[config.mk]
export PLATFORM = sky130hd
export DESIGN_NAME = blur_line_feeder
export DESIGN_NICKNAME = d
export VERILOG_FILES = /design/src/rtl/blur_pkg.sv /design/src/rtl/pixel_fifo.sv /design/src/rtl/blur_line_feeder.sv
export SDC_FILE = /design/constraint.sdc
export NUM_CORES = 1
export LEC_CHECK = 0
export CORE_MARGIN = 2
export CORE_UTILIZATION = 45
export DETAILED_ROUTE_END_ITERATION = 16
export PLACE_DENSITY = 0.61
export SYNTH_ARGS = -nofsm -noshare
export SYNTH_HDL_FRONTEND = slang
export SYNTH_SLANG_ARGS = --single-unit
export TNS_END_PERCENT = 1
[constraint.sdc]
create_clock -name clk -period 5.2 [get_ports clk]
set_input_delay 1.04 -clock clk [delete_from_list [all_inputs] [get_ports clk]]
set_output_delay 1.04 -clock clk [all_outputs]
set_load 0.02 [all_outputs]
[src/rtl/blur_pkg.sv]
// Shared definitions for the blur line feeder: FSM state encoding and
// counter-width helpers.
// Config macro honoured by users of this package: BLUR_BORDER_PAD_EN.
package blur_pkg;

  typedef enum logic [1:0] {
    ST_IDLE   = 2'd0,
    ST_STREAM = 2'd1,
    ST_DONE   = 2'd2
  } state_t;

  // Bits needed to count 0..n-1 (never less than one bit).
  function automatic int cnt_width(input int n);
    return (n <= 2) ? 1 : $clog2(n);
  endfunction

  // Bits needed to hold 0..n inclusive (credit counters).
  function automatic int credit_width(input int n);
    return $clog2(n + 1);
  endfunction

  // Widths for the default geometry (512x512 image, 4 line buffers).
  localparam int DEF_PIX_CNT_W  = cnt_width(512);
  localparam int DEF_LINE_CNT_W = cnt_width(512 + 2);
  localparam int DEF_CREDIT_W   = credit_width(4);

endpackage

[src/rtl/pixel_fifo.sv]
// Synchronous FIFO with registered storage, full/empty flags.
// Ports: clk/rst, wr_en+wr_data (dropped when full), rd_en (ignored when
// empty), rd_data shows the head entry combinationally, full, empty.
module pixel_fifo #(
  parameter int WIDTH = 8,
  parameter int DEPTH = 16
) (
  input  logic             clk,
  input  logic             rst,
  input  logic             wr_en,
  input  logic [WIDTH-1:0] wr_data,
  input  logic             rd_en,
  output logic [WIDTH-1:0] rd_data,
  output logic             full,
  output logic             empty
);

  localparam int AW = $clog2(DEPTH);

  logic [WIDTH-1:0] mem [DEPTH];
  // Pointers carry one extra wrap bit to tell full from empty.
  logic [AW:0] wr_ptr;
  logic [AW:0] rd_ptr;
  logic        do_wr;
  logic        do_rd;

  assign empty   = (wr_ptr == rd_ptr);
  assign full    = (wr_ptr[AW] != rd_ptr[AW]) && (wr_ptr[AW-1:0] == rd_ptr[AW-1:0]);
  assign do_wr   = wr_en && !full;
  assign do_rd   = rd_en && !empty;
  assign rd_data = mem[rd_ptr[AW-1:0]];

  always_ff @(posedge clk) begin
    if (do_wr) begin
      mem[wr_ptr[AW-1:0]] <= wr_data;
    end
  end

  always_ff @(posedge clk) begin
    if (rst) begin
      wr_ptr <= '0;
      rd_ptr <= '0;
    end else begin
      if (do_wr) wr_ptr <= wr_ptr + (AW+1)'(1);
      if (do_rd) rd_ptr <= rd_ptr + (AW+1)'(1);
    end
  end

endmodule

[src/rtl/blur_line_feeder.sv]
// Upstream feeder for the 3x3 box blur: buffers a ready/valid pixel stream and
// releases whole lines under line-credit flow control (PRIME_LINES credits up
// front, one more per rising edge of rdBuffEmpty, saturating at PRIME_LINES).
// Ports: clk/rst (sync, active high), start, sPixel/sValid/sReady upstream,
// outPixel/outPixelValid to blur top, rdBuffEmpty from blur top, busy, frameDone.
// Config macro: BLUR_BORDER_PAD_EN adds an all-zero line before and after the frame.
module blur_line_feeder
  import blur_pkg::*;
#(
  parameter int DATA_WIDTH  = 8,
  parameter int IMG_WIDTH   = 512,
  parameter int IMG_HEIGHT  = 512,
  parameter int FIFO_DEPTH  = 16,
  parameter int PRIME_LINES = 4
) (
  input  logic                  clk,
  input  logic                  rst,
  input  logic                  start,
  input  logic [DATA_WIDTH-1:0] sPixel,
  input  logic                  sValid,
  output logic                  sReady,
  output logic [DATA_WIDTH-1:0] outPixel,
  output logic                  outPixelValid,
  input  logic                  rdBuffEmpty,
  output logic                  busy,
  output logic                  frameDone
);

`ifdef BLUR_BORDER_PAD_EN
  localparam int NUM_LINES = IMG_HEIGHT + 2;
`else
  localparam int NUM_LINES = IMG_HEIGHT;
`endif
  localparam int PW = cnt_width(IMG_WIDTH);
  localparam int LW = cnt_width(NUM_LINES);
  localparam int CW = credit_width(PRIME_LINES);

  state_t                  state;
  state_t                  state_nxt;
  logic [PW-1:0]           pix_cnt;
  logic [LW-1:0]           line_cnt;
  logic [CW-1:0]           line_credit;
  logic [CW-1:0]           credit_nxt;
  logic                    rbe_q;
  logic                    rbe_rise;
  logic                    pad_line;
  logic                    emit;
  logic                    pop;
  logic                    line_end;
  logic                    frame_end;
  logic [DATA_WIDTH-1:0]   fifo_rd_data;
  logic                    fifo_full;
  logic                    fifo_empty;

  pixel_fifo #(
    .WIDTH(DATA_WIDTH),
    .DEPTH(FIFO_DEPTH)
  ) u_fifo (
    .clk    (clk),
    .rst    (rst),
    .wr_en  (sValid),
    .wr_data(sPixel),
    .rd_en  (pop),
    .rd_data(fifo_rd_data),
    .full   (fifo_full),
    .empty  (fifo_empty)
  );

  // Taken from the FIFO state before any same-cycle pop, so a full FIFO
  // refuses a push even on the cycle it is popped.
  assign sReady    = !fifo_full;
  assign busy      = (state == ST_STREAM);
  assign frameDone = (state == ST_DONE);

  always_comb begin
    pad_line = 1'b0;
`ifdef BLUR_BORDER_PAD_EN
    pad_line = (line_cnt == '0) || (line_cnt == LW'(NUM_LINES - 1));
`endif
    // Credit is checked per pixel, but only consumed at a line wrap, so a
    // line that has started keeps the credit it was granted until it ends.
    emit      = (state == ST_STREAM) && (line_credit != '0) && (pad_line || !fifo_empty);
    pop       = emit && !pad_line;
    line_end  = emit && (pix_cnt == PW'(IMG_WIDTH - 1));
    frame_end = line_end && (line_cnt == LW'(NUM_LINES - 1));
    rbe_rise  = rdBuffEmpty && !rbe_q;

    // A grant and a consumption on the same edge cancel out.
    credit_nxt = line_credit;
    if (rbe_rise && !line_end) begin
      if (line_credit != CW'(PRIME_LINES)) credit_nxt = line_credit + CW'(1);
    end else if (line_end && !rbe_rise) begin
      credit_nxt = line_credit - CW'(1);
    end

    state_nxt = state;
    case (state)
      ST_IDLE:   if (start) state_nxt = ST_STREAM;
      ST_STREAM: if (frame_end) state_nxt = ST_DONE;
      ST_DONE:   state_nxt = ST_IDLE;
      default:   state_nxt = ST_IDLE;
    endcase
  end

  always_ff @(posedge clk) begin
    if (rst) state <= ST_IDLE;
    else     state <= state_nxt;
  end

  always_ff @(posedge clk) begin
    if (rst) begin
      pix_cnt       <= '0;
      line_cnt      <= '0;
      line_credit   <= CW'(PRIME_LINES);
      rbe_q         <= 1'b0;
      outPixel      <= '0;
      outPixelValid <= 1'b0;
    end else begin
      rbe_q         <= rdBuffEmpty;
      line_credit   <= credit_nxt;
      outPixelValid <= emit;
      if (emit) begin
        outPixel <= pad_line ? '0 : fifo_rd_data;
        if (line_end) begin
          pix_cnt  <= '0;
          line_cnt <= frame_end ? '0 : line_cnt + LW'(1);
        end else begin
          pix_cnt <= pix_cnt + PW'(1);
        end
      end
    end
  end

endmodule

* Word-level counts from Yosys, hierarchy flattened
Memory sizes are Yosys's and may differ from the RTL's. A register that Yosys moved wholly into a read port is not among the register bits. Cells that the tools add are included.
Operators by class: add/sub/neg operators 6, eq/ne operators 11, muxes and demuxes 10, reductions and logical operators 21
Operators with widths (count):
- 9-bit by 1-bit adder with 9-bit output (second input constant) | 2
- 9-bit == test (second input constant) | 2
- 9-bit 2-to-1 mux | 2
- 5-bit by 1-bit adder with 5-bit output (second input constant) | 2
- 1-bit logical AND | 10
- 3-bit 2-to-1 mux | 3
- 2-bit AND reduction | 3
- 5-bit == test | 1
- 1-bit zero test | 5
- 4-bit == test | 1
- 2-bit 2-to-1 mux | 2
- 2-bit by 1-bit != test with 1-bit output (second input constant) | 2
- 2-bit one-hot mux with 2 select lines | 1
- 3-bit by 1-bit adder with 3-bit output (second input constant) | 1
- 3-bit != test (second input constant) | 1
- 3-bit nonzero test | 1
- 3-bit by 1-bit subtractor with 3-bit output (second input constant) | 1
- 2-bit by 1-bit == test with 1-bit output (second input constant) | 1
- 2-bit == test (second input constant) | 1
- 2-bit zero test | 1
- 1-bit 2-to-1 mux | 2
- 2-bit != test (second input constant) | 1
- 2-bit nonzero test | 1
- 1-bit != test | 1
Storage, ports and cells: register bits 35, RAM bits 128, input bits 13, output and inout bits 12, logic and storage cells 57, memories kept 1
Memory list:
- u_fifo.mem | words 16, width 8, read ports 1, clocked after memory_dff 1, wr ports 1, RTL line pixel_fifo.sv:20 | logic [WIDTH-1:0] mem [DEPTH];

* Logic depth before layout (Yosys ltp)
depth in word-level cells 8, depth in mapped cells 12

* By module
A second synthesis with hierarchy kept.
Unflattened totals: cell total of the unflattened synthesis 455, area, all modules 7359.6 um2
Modules (own cells, without submodules):
- pixel_fifo | instances 1, cells an instance 283, area each 5829.3 um2, seq. area each 4124.0 um2
- blur_line_feeder | instances 1, cells an instance 172, area each 1530.2 um2, seq. area each 660.6 um2

* Worst setup path before layout
Ideal clock, no wire load.
kind input port to flip-flop, start input sValid, end memory u_fifo.mem[0][0], enable pin, library setup time 0.383 ns, arrival time 2.146 ns, data required time 4.817 ns, slack 2.671 ns, stages 3, path buffers 0, cell sequence a21boi_1 nand2_1 nor3_1
Between the ends: longest elaborated chain between the ends 3
Ends and longest elaborated chain:
- start, declared | RTL line blur_line_feeder.sv:20 | input logic sValid,
- 1-bit logical AND | RTL line pixel_fifo.sv:29 | assign do_wr = wr_en && !full;
- 1-bit 2-to-1 mux | RTL line pixel_fifo.sv:34 | if (do_wr) begin
- 1-bit 2-to-1 mux (not written as such) | RTL line pixel_fifo.sv:35 | mem[wr_ptr[AW-1:0]] <= wr_data;
- end, declared | RTL line pixel_fifo.sv:20
No other way between the ends.

* Worst setup path in the final report
start register u_fifo.rd_ptr[1], end output sReady
Between the ends: longest elaborated chain between the ends 3
Ends and longest elaborated chain:
- start, declared | RTL line pixel_fifo.sv:23 | logic [AW:0] rd_ptr;
- start signal, assigned | RTL line pixel_fifo.sv:45 | if (do_rd) rd_ptr <= rd_ptr + (AW+1)'(1);
- 4-bit == test | RTL line pixel_fifo.sv:28 | assign full = (wr_ptr[AW] != rd_ptr[AW]) && (wr_ptr[AW-1:0] == rd_ptr[AW-1:0]);
- 1-bit logical AND | RTL line pixel_fifo.sv:28
- 1-bit zero test | RTL line blur_line_feeder.sv:71 | assign sReady = !fifo_full;
- end, declared | RTL line blur_line_feeder.sv:21 | output logic sReady,
No other way between the ends.

==> results by group <==
Final layout
  – Flip-flop and latch area: 4710 um2
  – Layout cell share with drive strength beyond 1: 15.1%
  – Number of fill cells: 1244
  – Multi-input logic area: 2160 um2
  – Final instance area: 7990 um2
  – P&R area growth vs syn: 14.0%
  – Fin nets: 513
  – Antenna Cells: 0
  – Most common cell after layout, fill and taps aside: edfxtp_1
  – Commonest non-fill, non-tap cells in the layout: 128 x edfxtp_1, 46 x nand2_1, 42 x dfxtp_1, 38 x nor2_1, 32 x mux4_2

GRT
  – Initial antenna violation count: 0
  – GR Util met3: 5.86%
  – Largest net degree at the start of global routing: 37
  – GRT Overall Usage: 18.1%
  – Global-route wire length before repair: 21.9 mm
  – Met2 GRT Util: 28.7%
  – Met1 usage: 23.7%
  – Vias in the first global route: 4002
  – Grt peak-use layer: met2
  – Grt total ovfl: 0

STA
  – Final period util: 68.2%
  – RSZ-0062 raised after global routing: no
  – TNS Setup: 0 ps
  – Setup ws final: 1650 ps
  – Final slew viol count: 0
  – Final setup vio count: 0
  – Skew final: 6.68 ps
  – Final hold vios: 0
  – Maximum clock rate: 0.282 GHz
  – Slew @ Worst Pin: 1240 ps
  – Fin crit period: 3550 ps
  – Slew HR: 17.0%

Placed design
  – Number of port buffers: 24
  – Dpl cell area: 7400 um2
  – HPWL Detailed: 8.72 mm
  – Dpl ws: 1540 ps
  – Routability congestion estimate: 0.788

Synth
  – Syn Nets: 489
  – Syn Area/Cell: 15.0 um2
  – Cell variety after synth: 51
  – Mapped cell area: 7010 um2
  – Share of the yosys chip area belonging to registers: 67.2%
  – Synth Register Bits: 171
  – Cell count after synthesis: 466
  – Synth warnings: 0

Power
  – Worst vdd ir: 0.300 mV
  – Final Power: 3.02 mW
  – Flop pwr share: 49.9%
  – Leakage: 2.55 nW
  – Clock Power Share: 41.7%
  – Power density cells: 378 nW/um2
  – Int Pwr: 2.32 mW
  – Psw: 697 uW
  – Combinational share of power: 8.4%
  – Sw Share: 23.1%

Floorplanning
  – Die area: 16600 um2
  – Row cnt: 45
  – Die W: 129 um
  – Placeable Area: 15200 um2
  – Initial cell density of the core: 46.1%
  – Io pins: 25
  – Die Height: 129 um

Clock tree
  – Reg clk slew, reported paths: 70 ps
  – Hold_buf cts: 0
  – Clock Latency Late Sink: 430 ps
  – CTS tree: built
  – Clk root buf: clkbuf_16
  – CTS resizes: 0
  – Total CTS buffers: 17
  – H-tree levels: 4
  – CTS Sinks: 171
  – Maximum clock path buffer count: 2
  – Postcts setup bufs: 0

Critical path
  – Crit end category: output port
  – CP Data Required Time: 4160 ps
  – Crit-path max FO: 36
  – WP data arrival: 2510 ps
  – Worst setup SP type: flop
  – Kind of critical path: reg2out

Route
  – Iteration-0 DRC Markers: 330
  – Vias post-DR: 3883
  – Drt first pass iters: 4
  – DRT antenna net count: 0
  – Routed wire length: 13.8 mm
  – DRC: 0
  – Vias per inst: 5.62
  – DR WL/cell: 19.9 um

Hold path
  – HP Class: reg2reg

Run status
  – Status: finished clean

Job
  – Max-Cap Viols: 0
-- synth_stat cells, drive strengths merged --
master	count	share of area, %
a2111oi	2	0.43
a211o	1	0.13
a211oi	2	0.21
a21boi	1	0.11
a21oi	27	2.0
a22oi	16	1.7
a31oi	1	0.089
a32oi	1	0.13
and2	2	0.18
and2b	1	0.11
and3	6	0.54
and4	2	0.25
buf	13	1.1
clkbuf	11	0.61
dfxtp	43	12
edfxtp	128	55
fa	1	0.29
ha	9	1.6
inv	6	0.32
mux2	1	0.16
mux2i	3	0.43
mux4	32	10
nand2	47	2.6
nand2b	4	0.36
nand3	7	0.50
nand3b	2	0.21
nand4	2	0.27
nor2	38	2.0
nor2b	6	0.54
nor3	4	0.29
o211a	1	0.14
o211ai	4	0.50
o21a	1	0.11
o21ai	8	0.63
o31ai	2	0.21
o32ai	1	0.13
or3	4	0.36
or4	3	0.32
or4b	4	0.57
xnor2	14	1.8
xor2	5	0.73
-- path summary, 6_finish.rpt --
check	startpoint	end	slack (ps)	cells past startpoint
max	u_fifo.rd_ptr[1]	sReady	1650	5
min	state[1]	state[0]	450	1
max reg2reg	u_fifo.rd_ptr[1]	u_fifo.mem[1][1]	1910	6
min reg2reg	state[1]	state[0]	450	1
-- critical path: stages (launching register included) --
cell and delay [ps]:
dfxtp_1 320, buf_4 440, xnor2_1 210, and4_1 450, nand2_1 90, clkdlybuf4s50_1 550
-- power by group through the flow --
stage,Clock (mW),Combinational (mW),Sequential (mW)
floorplan,0,0.172,1.54
global placement,0,0.252,1.53
detailed placement,0,0.255,1.54
CTS,1.29,0.257,1.51
global route,1.34,0.280,1.51
finish,1.26,0.254,1.51
-- logic make-up after synthesis --
| logic type | after synthesis | synth area share (%) |
|---|---|---|
| AO/OA/AOI/OAI | 68 | 6.50 |
| buffers and inverters | 30 | 2.02 |
| AND/OR/NAND/NOR | 132 | 9.07 |
| XOR/XNOR | 19 | 2.48 |
| adder cells (fa/ha/maj) | 10 | 1.89 |
| flip-flops | 171 | 67.2 |
| multiplexers | 36 | 10.9 |
-- metrics by stage --
step	hold slack (ps)	std cells	utilization (%)
after global routing	485	691	52.5
final	445	691	52.5
after detailed placement	433	659	48.7
after global placement	426	659	48.7
after floorplan	416	466	-
after CTS	445	691	52.5
-- registers in the layout, indices dropped and copies added (netlist names) --
name and flops:
u_fifo.mem 128, state 2, outPixel 8, line_cnt 9, u_fifo.wr_ptr 5, pix_cnt 9
line_credit 3, outPixelValid 1, u_fifo.rd_ptr 5, rbe_q 1
-- area by class of cell --
cell class | count | area share, %
Clock inverter | 15 | 2.02
Clock buffer | 17 | 5.33
Tap cell | 188 | 2.94
Timing Repair Buffer | 29 | 3.48
Multi-Input combinational cell | 265 | 27.0
Inverter | 6 | 0.282
Sequential cell | 171 | 58.9
-- routing by layer --
layer | routed length, um | vias up
met5 | 0 | -
met4 | 273 | 0
met3 | 779 | 21
met2 | 6660 | 85
met1 | 6060 | 1945
li1 | - | 1832
No activity file was read; power rests on OpenSTA's default activity.
